$ cat src/rtl/cpht_update_ctrl_if.sv
// rtl/cpht_update_ctrl_if.sv - lookup and update handshake bundle for the chooser table
interface cpht_update_ctrl_if #(
    parameter int IDX_W = 6
);
    logic             lk_valid;
    logic [IDX_W-1:0] lk_idx;
    logic             lk_ready;
    logic             lk_rsp_valid;
    logic             lk_sel;
    logic             up_valid;
    logic [IDX_W-1:0] up_idx;
    logic             up_p1_res;
    logic             up_p2_res;
    logic             up_ready;

    modport master (
        output lk_valid, lk_idx, up_valid, up_idx, up_p1_res, up_p2_res,
        input  lk_ready, lk_rsp_valid, lk_sel, up_ready
    );

    modport slave (
        input  lk_valid, lk_idx, up_valid, up_idx, up_p1_res, up_p2_res,
        output lk_ready, lk_rsp_valid, lk_sel, up_ready
    );
endinterface

$ cat src/rtl/cpht_update_ctrl.sv
// rtl/cpht_update_ctrl.sv - tournament chooser table with update FIFO and init sweep
module cpht_update_ctrl #(
    parameter  int IDX_W  = 6,
    parameter  int QDEPTH = 4,
    localparam int CW     = $clog2(QDEPTH) + 1
) (
    input  logic                   clk,
    input  logic                   resetn,
    cpht_update_ctrl_if.slave      bus,
    output logic                   init_busy,
    output logic [CW-1:0]          q_count
);
    localparam int PW = $clog2(QDEPTH);
    localparam int EW = IDX_W + 2;

    typedef enum logic {ST_INIT = 1'b0, ST_RUN = 1'b1} state_t;

    state_t           state;
    state_t           state_nxt;
    logic [IDX_W-1:0] sweep_ptr;

    logic [1:0]       tbl [2**IDX_W];
    logic [EW-1:0]    fifo_mem [QDEPTH];
    logic [PW-1:0]    rd_ptr;
    logic [PW-1:0]    wr_ptr;

    logic             push;
    logic             pop;
    logic [EW-1:0]    head;
    logic [IDX_W-1:0] head_idx;
    logic [1:0]       cur_cnt;
    logic [1:0]       new_cnt;
    logic             lk_rsp_valid_q;
    logic             lk_sel_q;

    assign head     = fifo_mem[rd_ptr];
    assign head_idx = head[EW-1:2];
    assign cur_cnt  = tbl[head_idx];

    // State register: reset always restarts the sweep
    always_ff @(posedge clk) begin
        if (!resetn) state <= ST_INIT;
        else         state <= state_nxt;
    end

    // Next state: leave INIT after the last entry has been cleared
    always_comb begin
        state_nxt = state;
        if (state == ST_INIT && sweep_ptr == {IDX_W{1'b1}}) state_nxt = ST_RUN;
    end

    // Outputs and strobes decoded from state and occupancy
    always_comb begin
        init_busy    = (state == ST_INIT);
        bus.lk_ready = (state == ST_RUN);
        bus.up_ready = (state == ST_RUN) && (q_count < CW'(QDEPTH));
        push         = bus.up_valid && bus.up_ready;
        pop          = (state == ST_RUN) && (q_count != '0) && resetn;
    end

    // Saturating chooser update for the FIFO head
    always_comb begin
        new_cnt = cur_cnt;
        case (head[1:0])
            2'b10:   new_cnt = (cur_cnt == 2'b00) ? 2'b00 : cur_cnt - 2'b01;
            2'b01:   new_cnt = (cur_cnt == 2'b11) ? 2'b11 : cur_cnt + 2'b01;
            default: new_cnt = cur_cnt;
        endcase
    end

    // Sweep pointer advances once per INIT cycle
    always_ff @(posedge clk) begin
        if (!resetn)                sweep_ptr <= '0;
        else if (state == ST_INIT)  sweep_ptr <= sweep_ptr + 1'b1;
    end

    // Single write port: sweep clears in INIT, head RMW in RUN
    always_ff @(posedge clk) begin
        if (resetn) begin
            if (state == ST_INIT) tbl[sweep_ptr] <= 2'b00;
            else if (pop)         tbl[head_idx]  <= new_cnt;
        end
    end

    // FIFO storage: write at tail on accepted update
    always_ff @(posedge clk) begin
        if (push) fifo_mem[wr_ptr] <= {bus.up_idx, bus.up_p1_res, bus.up_p2_res};
    end

    // FIFO pointers and occupancy counter
    always_ff @(posedge clk) begin
        if (!resetn) begin
            rd_ptr  <= '0;
            wr_ptr  <= '0;
            q_count <= '0;
        end else begin
            if (push) wr_ptr <= wr_ptr + 1'b1;
            if (pop)  rd_ptr <= rd_ptr + 1'b1;
            case ({push, pop})
                2'b10:   q_count <= q_count + 1'b1;
                2'b01:   q_count <= q_count - 1'b1;
                default: q_count <= q_count;
            endcase
        end
    end

    // Lookup response, bypassing this cycle's RMW result when indices match
    always_ff @(posedge clk) begin
        if (!resetn) begin
            lk_rsp_valid_q <= 1'b0;
            lk_sel_q       <= 1'b0;
        end else if (bus.lk_valid && bus.lk_ready) begin
            lk_rsp_valid_q <= 1'b1;
            lk_sel_q       <= (pop && head_idx == bus.lk_idx) ? new_cnt[1] : tbl[bus.lk_idx][1];
        end else begin
            lk_rsp_valid_q <= 1'b0;
        end
    end

    assign bus.lk_rsp_valid = lk_rsp_valid_q;
    assign bus.lk_sel       = lk_sel_q;
endmodule

$ cat src/flat_wrapper.sv
// flat-port wrapper written by rule: the top's interface ports become plain ports
module cpht_update_ctrl_flat 
#(
    parameter  int IDX_W  = 6,
    parameter  int QDEPTH = 4,
    localparam int CW     = $clog2(QDEPTH) + 1
)
  (clk, resetn, init_busy, q_count, bus_lk_valid, bus_lk_idx, bus_up_valid, bus_up_idx, bus_up_p1_res, bus_up_p2_res, bus_lk_ready, bus_lk_rsp_valid, bus_lk_sel, bus_up_ready);
  cpht_update_ctrl_if #(.IDX_W(IDX_W)) bus_i ();
  input  logic clk;
  input  logic resetn;
  output logic init_busy;
  output logic [CW-1:0] q_count;
  input wire logic [$bits(bus_i.lk_valid)-1:0] bus_lk_valid;
  input wire logic [$bits(bus_i.lk_idx)-1:0] bus_lk_idx;
  input wire logic [$bits(bus_i.up_valid)-1:0] bus_up_valid;
  input wire logic [$bits(bus_i.up_idx)-1:0] bus_up_idx;
  input wire logic [$bits(bus_i.up_p1_res)-1:0] bus_up_p1_res;
  input wire logic [$bits(bus_i.up_p2_res)-1:0] bus_up_p2_res;
  output wire logic [$bits(bus_i.lk_ready)-1:0] bus_lk_ready;
  output wire logic [$bits(bus_i.lk_rsp_valid)-1:0] bus_lk_rsp_valid;
  output wire logic [$bits(bus_i.lk_sel)-1:0] bus_lk_sel;
  output wire logic [$bits(bus_i.up_ready)-1:0] bus_up_ready;
  assign bus_i.lk_valid = bus_lk_valid;
  assign bus_i.lk_idx = bus_lk_idx;
  assign bus_i.up_valid = bus_up_valid;
  assign bus_i.up_idx = bus_up_idx;
  assign bus_i.up_p1_res = bus_up_p1_res;
  assign bus_i.up_p2_res = bus_up_p2_res;
  assign bus_lk_ready = bus_i.lk_ready;
  assign bus_lk_rsp_valid = bus_i.lk_rsp_valid;
  assign bus_lk_sel = bus_i.lk_sel;
  assign bus_up_ready = bus_i.up_ready;
  cpht_update_ctrl #(.IDX_W(IDX_W), .QDEPTH(QDEPTH)) u_core (.clk(clk), .resetn(resetn), .bus(bus_i), .init_busy(init_busy), .q_count(q_count));
endmodule
$ cat config.mk
export PLATFORM = sky130hd
export DESIGN_NAME = cpht_update_ctrl_flat
export DESIGN_NICKNAME = d
export VERILOG_FILES = /design/src/rtl/cpht_update_ctrl_if.sv /design/src/rtl/cpht_update_ctrl.sv /design/src/flat_wrapper.sv
export SDC_FILE = /design/constraint.sdc
export NUM_CORES = 1
export LEC_CHECK = 0
export CORE_UTILIZATION = 47
export CTS_CLUSTER_SIZE = 12
export DETAILED_ROUTE_END_ITERATION = 10
export GPL_TIMING_DRIVEN = 0
export PLACE_DENSITY = 0.63
export SLEW_MARGIN = 20
export SYNTH_ARGS = -nofsm -noshare
export SYNTH_HDL_FRONTEND = slang
export SYNTH_SLANG_ARGS = --single-unit
$ cat constraint.sdc
create_clock -name clk -period 11.82 [get_ports clk]
set_input_delay 2.364 -clock clk [delete_from_list [all_inputs] [get_ports clk]]
set_output_delay 2.364 -clock clk [all_outputs]
set_load 0.01 [all_outputs]
Yosys cells after proc, flatten, opt, wreduce, memory -nomap -nowiden --
Memory sizes are Yosys's and may differ from the RTL's. A register that Yosys moved wholly into a read port is not among the register bits. Cells that the tools add are included.
Storage, ports and cells: bits of input ports 18, memories kept 2, register bits 16, output and inout port bits 8, bits in writable memories 160
Cells by class: $lt $le $gt $ge 1, muxes and demuxes 20, eq/ne operators 7, bitwise logic cells 1, reductions and logical operators 11, add/subtract/negate cells 7
Memories:
- u_core.tbl | depth 64, bits a word 2, read ports 2, clocked after Yosys merged registers in 0, write ports 1, RTL line cpht_update_ctrl.sv:22 | logic [1:0] tbl [2**IDX_W];
- u_core.fifo_mem | depth 4, bits a word 8, read ports 1, clocked after Yosys merged registers in 1, write ports 1, RTL line cpht_update_ctrl.sv:23 | logic [EW-1:0] fifo_mem [QDEPTH];
Operators by type and width (count):
- 1-bit 2-to-1 mux | 12
- 2-bit 2-to-1 mux | 5
- 1-bit logical AND | 7
- 2-bit by 1-bit adder with 2-bit output (second input constant) | 3
- 6-bit by 1-bit adder with 6-bit output (second input constant) | 1
- 2-bit == test (second input constant) | 3
- 6-bit == test | 1
- 6-bit == test (second input constant) | 1
- 6-bit 2-to-1 mux | 1
- 3-bit one-hot mux with 2 select lines | 1
- 2-bit by 1-bit == test with 1-bit output (second input constant) | 2
- 2-bit one-hot mux with 2 select lines | 1
- 3-bit by 1-bit adder with 3-bit output (second input constant) | 1
- 3-bit < comparator (second input constant) | 1
- 3-bit nonzero test | 1
- 3-bit by 1-bit subtractor with 3-bit output (second input constant) | 1
- 2-bit logical NOT | 1
- 2-bit nonzero test | 1
- 2-bit OR reduction | 1
- 2-bit by 1-bit subtractor with 2-bit output (second input constant) | 1
- 1-bit NOT | 1

Depth between registers and ports, before layout --
word-level depth 9, gate-level depth with buffers 13

Least setup slack after synthesis --
No wires, ideal clock.
path kind input -> register, start point in bus_lk_idx[0], end point reg u_core.lk_sel_q, in the netlist u_core.bus.lk_sel, data arrival time 4.812 ns, setup time 0.122 ns, stages on the path 7, setup slack 6.885 ns, cell sequence buf_2 -> buf_1 -> mux4_2 -> mux4_2 -> mux4_2 -> a32oi_1 -> o21ai_1
On the way: cells in the longest elaborated chain, start to end 3, elaborated cells on any way between the ends 4, those cells by class 1 x eq/ne; 1 x mux; 1 x reduce/logical; 1 x memory
Ends and longest elaborated chain:
- start: declaration | RTL line flat_wrapper.sv:15 | input wire logic [$bits(bus_i.lk_idx)-1:0] bus_lk_idx;
- branches (longest 2 deep; another with memory 64 x 2 bit)
- 1-bit 2-to-1 mux (*) | RTL line cpht_update_ctrl.sv:114 | lk_sel_q <= (pop && head_idx == bus.lk_idx) ? new_cnt[1] : tbl[bus.lk_idx][1];
- end signal: assignment | RTL line cpht_update_ctrl.sv:114
- end: declaration | RTL line cpht_update_ctrl.sv:34 | logic lk_sel_q;
Mark *: on every way between the ends. A chain may end at the register's enable or synchronous reset.

Worst setup path after layout --
Same ends and word-level chain as after synthesis.

==> out/metrics.csv <==
stage,metric,value,unit
outcome,outcome,completed,
drt,final wirelength,21.1,mm
power,Sw Pwr,257,uW
drt,iteration-0 DRC count of the detailed router,559,
global_routing,routing usage on met3,5.44,%
global_routing,M1 GR Usage,33.8,%
global_routing,gr usage total,24.6,%
cells_and_area,Final Non-Filler Cells,883,
drt,Vias/cell,6.03,
clock_network,CTS tree,yes,
timing,setup violators final,0,
synthesis,post-synth top area share,56.9,%
global_routing,largest net degree at the start of global routing,27,
synthesis,Adder-Cell Fraction of Synth Area,1.42,%
synthesis,post-synthesis compound-gate area fraction,4.39,%
synthesis,largest family of logic cells by synthesized area,multiplexers,
drt,Pre-antenna DRT Iters,5,
hold_path,hold-critical path endpoint,u_core.wr_ptr[1]$_SDFFE_PN0P_,
power,Logic pwr share,2.5,%
clock_network,Bufs on Longest Clock Path,2,
die,Initial Utilization,48.5,%
place,"Cell Area, Placed",9060,sq um
die,chip height,136,um
timing,RSZ-0062 raised after global routing,false,
clock_network,number of gates resized after CTS,0,
synthesis,Synth Register Bits,178,
clock_network,H-tree depth,4,
synthesis,cell taking the most area after synthesis,edfxtp_1,
place,final RePlAce weighted congestion,0.863,
global_routing,met2 usage,38.8,%
cells_and_area,# diodes,0,
synthesis,post-synthesis xor/xnor area fraction,1.56,%
drt,via count,5328,
cells_and_area,area of the multi-input gates,3060,sq um
cells_and_area,design area,9600,sq um
global_routing,initial antenna violation count,0,
drt,WL per Instance,23.9,um
synthesis,fraction of the yosys area taken by sequential cells,61.2,%
timing,setup tns final,0,ns
clock_network,post-cts hold buffer count,0,
power,switching share of power,20.8,%
clock_network,clk_lat worst skew,0.44,ns
clock_network,Root Buffer,clkbuf_16,
synthesis,syn nets,626,
worst_setup_path,Crit Path Class,input port to register,
die,Die ar.,18500,sq um
clock_network,Sink Count,178,
worst_setup_path,Startpoint Class,input port,
job,Max Cap Viol,0,
synthesis,Synth Cell Area,8440,sq um
synthesis,Async SR Flop Fraction,0,%
worst_setup_path,CP required,12.12,ns
worst_setup_path,reg2reg end,u_core.tbl[33][1]$_DFFE_PP_,
worst_setup_path,worst-case reg-to-reg path depth,15,
power,Seq pwr share,55.1,%
timing,final worst slack,6.67,ns
global_routing,vias in the first global route,5231,
die,floorplan row count,48,
timing,final hold violation count,0,
timing,Least-Margin Pin Slew,1.02,ns
cells_and_area,Sequential cell area,5160,sq um
synthesis,Mapped Cells,599,
worst_setup_path,r2r setup slk,7.77,ns
power,Internal Power,979,uW
timing,fin. max-slew vios,0,
cells_and_area,P&R area growth vs syn,13.7,%
clock_network,"Reg clk slew, reported paths",0.06,ns
global_routing,first-pass GRT wire length,32.0,mm
die,Horiz. Die Dim,136,um
cells_and_area,layout cells sized above 1,14.3,%
timing,clock period minus worst slack,5.15,ns
synthesis,post-synthesis simple-gate area fraction,10.6,%
global_routing,total grt overflow,0,
place,pre-CTS WS,6.20,ns
die,io pins,26,
drt,DRC Markers,0,
cells_and_area,most frequent cells in the layout,"160 x edfxtp_1, 88 x nor2_1, 79 x mux2i_1, 48 x nand2_1, 27 x mux4_2",
cells_and_area,"most common cell after layout, fill and taps aside",edfxtp_1,
cells_and_area,Final Net Count,672,
worst_setup_path,Critical Path End Type,register,
power,P per Cell Area,129,nW/um^2
synthesis,Post-synth EDFFs,160,
clock_network,post-CTS setup buffers,0,
worst_setup_path,CP Data Arrival Time,5.45,ns
drt,Post-DRT Antenna Nets,0,
place,Post-Place Cells,851,
synthesis,Yosys warnings,0,
power,share of total power in the clock network,42.4,%
hold_path,Hold Startpoint,u_core.wr_ptr[1]$_SDFFE_PN0P_,
timing,Fmax,194,MHz
cells_and_area,FILL cells,1431,
timing,Slew headroom,32.3,%
timing,crit share post-route,43.6,%
worst_setup_path,CP max FO,10,
clock_network,clock buffer count from CTS,17,
timing,Hold Slack,0.515,ns
power,Pwr Total,1.24,mW
synthesis,Unique masters post-synth,55,
synthesis,Synth area leaders,"edfxtp_1 57%, mux2i_1 9.4%, mux4_2 7.2%",
synthesis,Post-synth top flop,edfxtp_1,
hold_path,hold-critical path depth,2,
timing,Worst Clk Skew,0.0112,ns
global_routing,GR peak layer,met2,
power,P_leak,2.98,nW
hold_path,type of the worst min-delay path,register to register,
power,Max IR drop VDD,0.104,mV
cells_and_area,Util after Layout,55.1,%
synthesis,multiplexer share of the synthesized area,18.2,%
synthesis,Avg Inst Size Synth,14.1,sq um
place,I/O Buffers,22,
die,Core ar.,17400,sq um
place,DP Wirelength,14.6,mm
cell usage after synthesis (2+ instances only):
| master | n |
|---|---|
| edfxtp_1 | 160 |
| nor2_1 | 89 |
| mux2i_1 | 79 |
| nand2_1 | 48 |
| mux4_2 | 27 |
| dfxtp_1 | 18 |
| and2_1 | 14 |
| inv_1 | 11 |
| nor2b_1 | 11 |
| xnor2_1 | 10 |
| buf_2 | 9 |
| nand3_1 | 9 |
| clkbuf_1 | 8 |
| ha_1 | 8 |
| and3_1 | 7 |
| mux2_2 | 7 |
| a211oi_1 | 6 |
| a32oi_1 | 6 |
| buf_6 | 6 |
| a21boi_0 | 5 |
| o21ai_0 | 5 |
| xor2_1 | 5 |
| a21oi_1 | 4 |
| a22oi_1 | 4 |
| nand4_1 | 4 |
| nor4_1 | 3 |
| o31ai_1 | 3 |
| a2111oi_0 | 2 |
| buf_12 | 2 |
| nand2b_1 | 2 |
| nor3_4 | 2 |
| o211ai_1 | 2 |
logic make-up after synthesis:
family,count (synthesis)
XOR/XNOR,15
buffers and inverters,38
adder cells (fa/ha/maj),9
AO/OA/AOI/OAI,48
AND/OR/NAND/NOR,195
flip-flops,178
multiplexers,116
power by group through the flow:
stage | Clock, mW | Sequential [mW] | Combinational [mW]
final | 0.524 | 0.681 | 0.0311
after CTS | 0.531 | 0.681 | 0.0308
after detailed placement | 0 | 0.695 | 0.0307
after floorplan | 0 | 0.694 | 0.0164
after global placement | 0 | 0.694 | 0.0304
after global routing | 0.557 | 0.681 | 0.0330
worst max-delay path, stage by stage:
cell     delay (ns)
buf_2          0.29
buf_1          0.80
mux4_2         0.62
mux4_2         0.55
mux4_2         0.54
a32oi_1        0.18
o21ai_1        0.10
metal layers:
metal,vias to the layer above,wire (um)
met5,-,0
met4,0,397
met3,36,1550
met2,244,10100
met1,2680,9070
li1,2368,-
state kept, by name, summed over array words and instances (netlist names), named ones only:
name and cells:
u_core.q_count 3, u_core.bus.lk_sel 1, u_core.bus.lk_ready 1, u_core.bus.lk_rsp_valid 1, u_core.wr_ptr 2, u_core.sweep_ptr 6
u_core.fifo_mem 32, u_core.tbl 128, u_core.rd_ptr 2
worst max path at each step:
stage             startpoint                              to  slack (ns)  cells past startpoint
3_3_place_gp          resetn     u_core.tbl[61][1]$_DFFE_PP_        5.06                      3
6_report       bus_lk_idx[0]  u_core.bus.lk_sel$_SDFFE_PN0P_        6.67                      7
3_5_place_dp   bus_lk_idx[0]  u_core.bus.lk_sel$_SDFFE_PN0P_        6.20                      7
2_1_floorplan  bus_lk_idx[0]  u_core.bus.lk_sel$_SDFFE_PN0P_        6.89                      7
4_1_cts        bus_lk_idx[0]  u_core.bus.lk_sel$_SDFFE_PN0P_        6.67                      7
5_1_grt        bus_lk_idx[0]  u_core.bus.lk_sel$_SDFFE_PN0P_        6.55                      7
layout make-up:
cell class	instances	share of cell area (%)
Tap cell	225	2.93
Multi-Input combinational cell	383	31.9
Buffer	26	1.94
Clock buffer	18	4.47
Timing Repair Buffer	27	3.34
Sequential cell	178	53.8
Clock inverter	14	1.19
Inverter	12	0.469
Note: power is estimated with default switching activity, not from simulation.
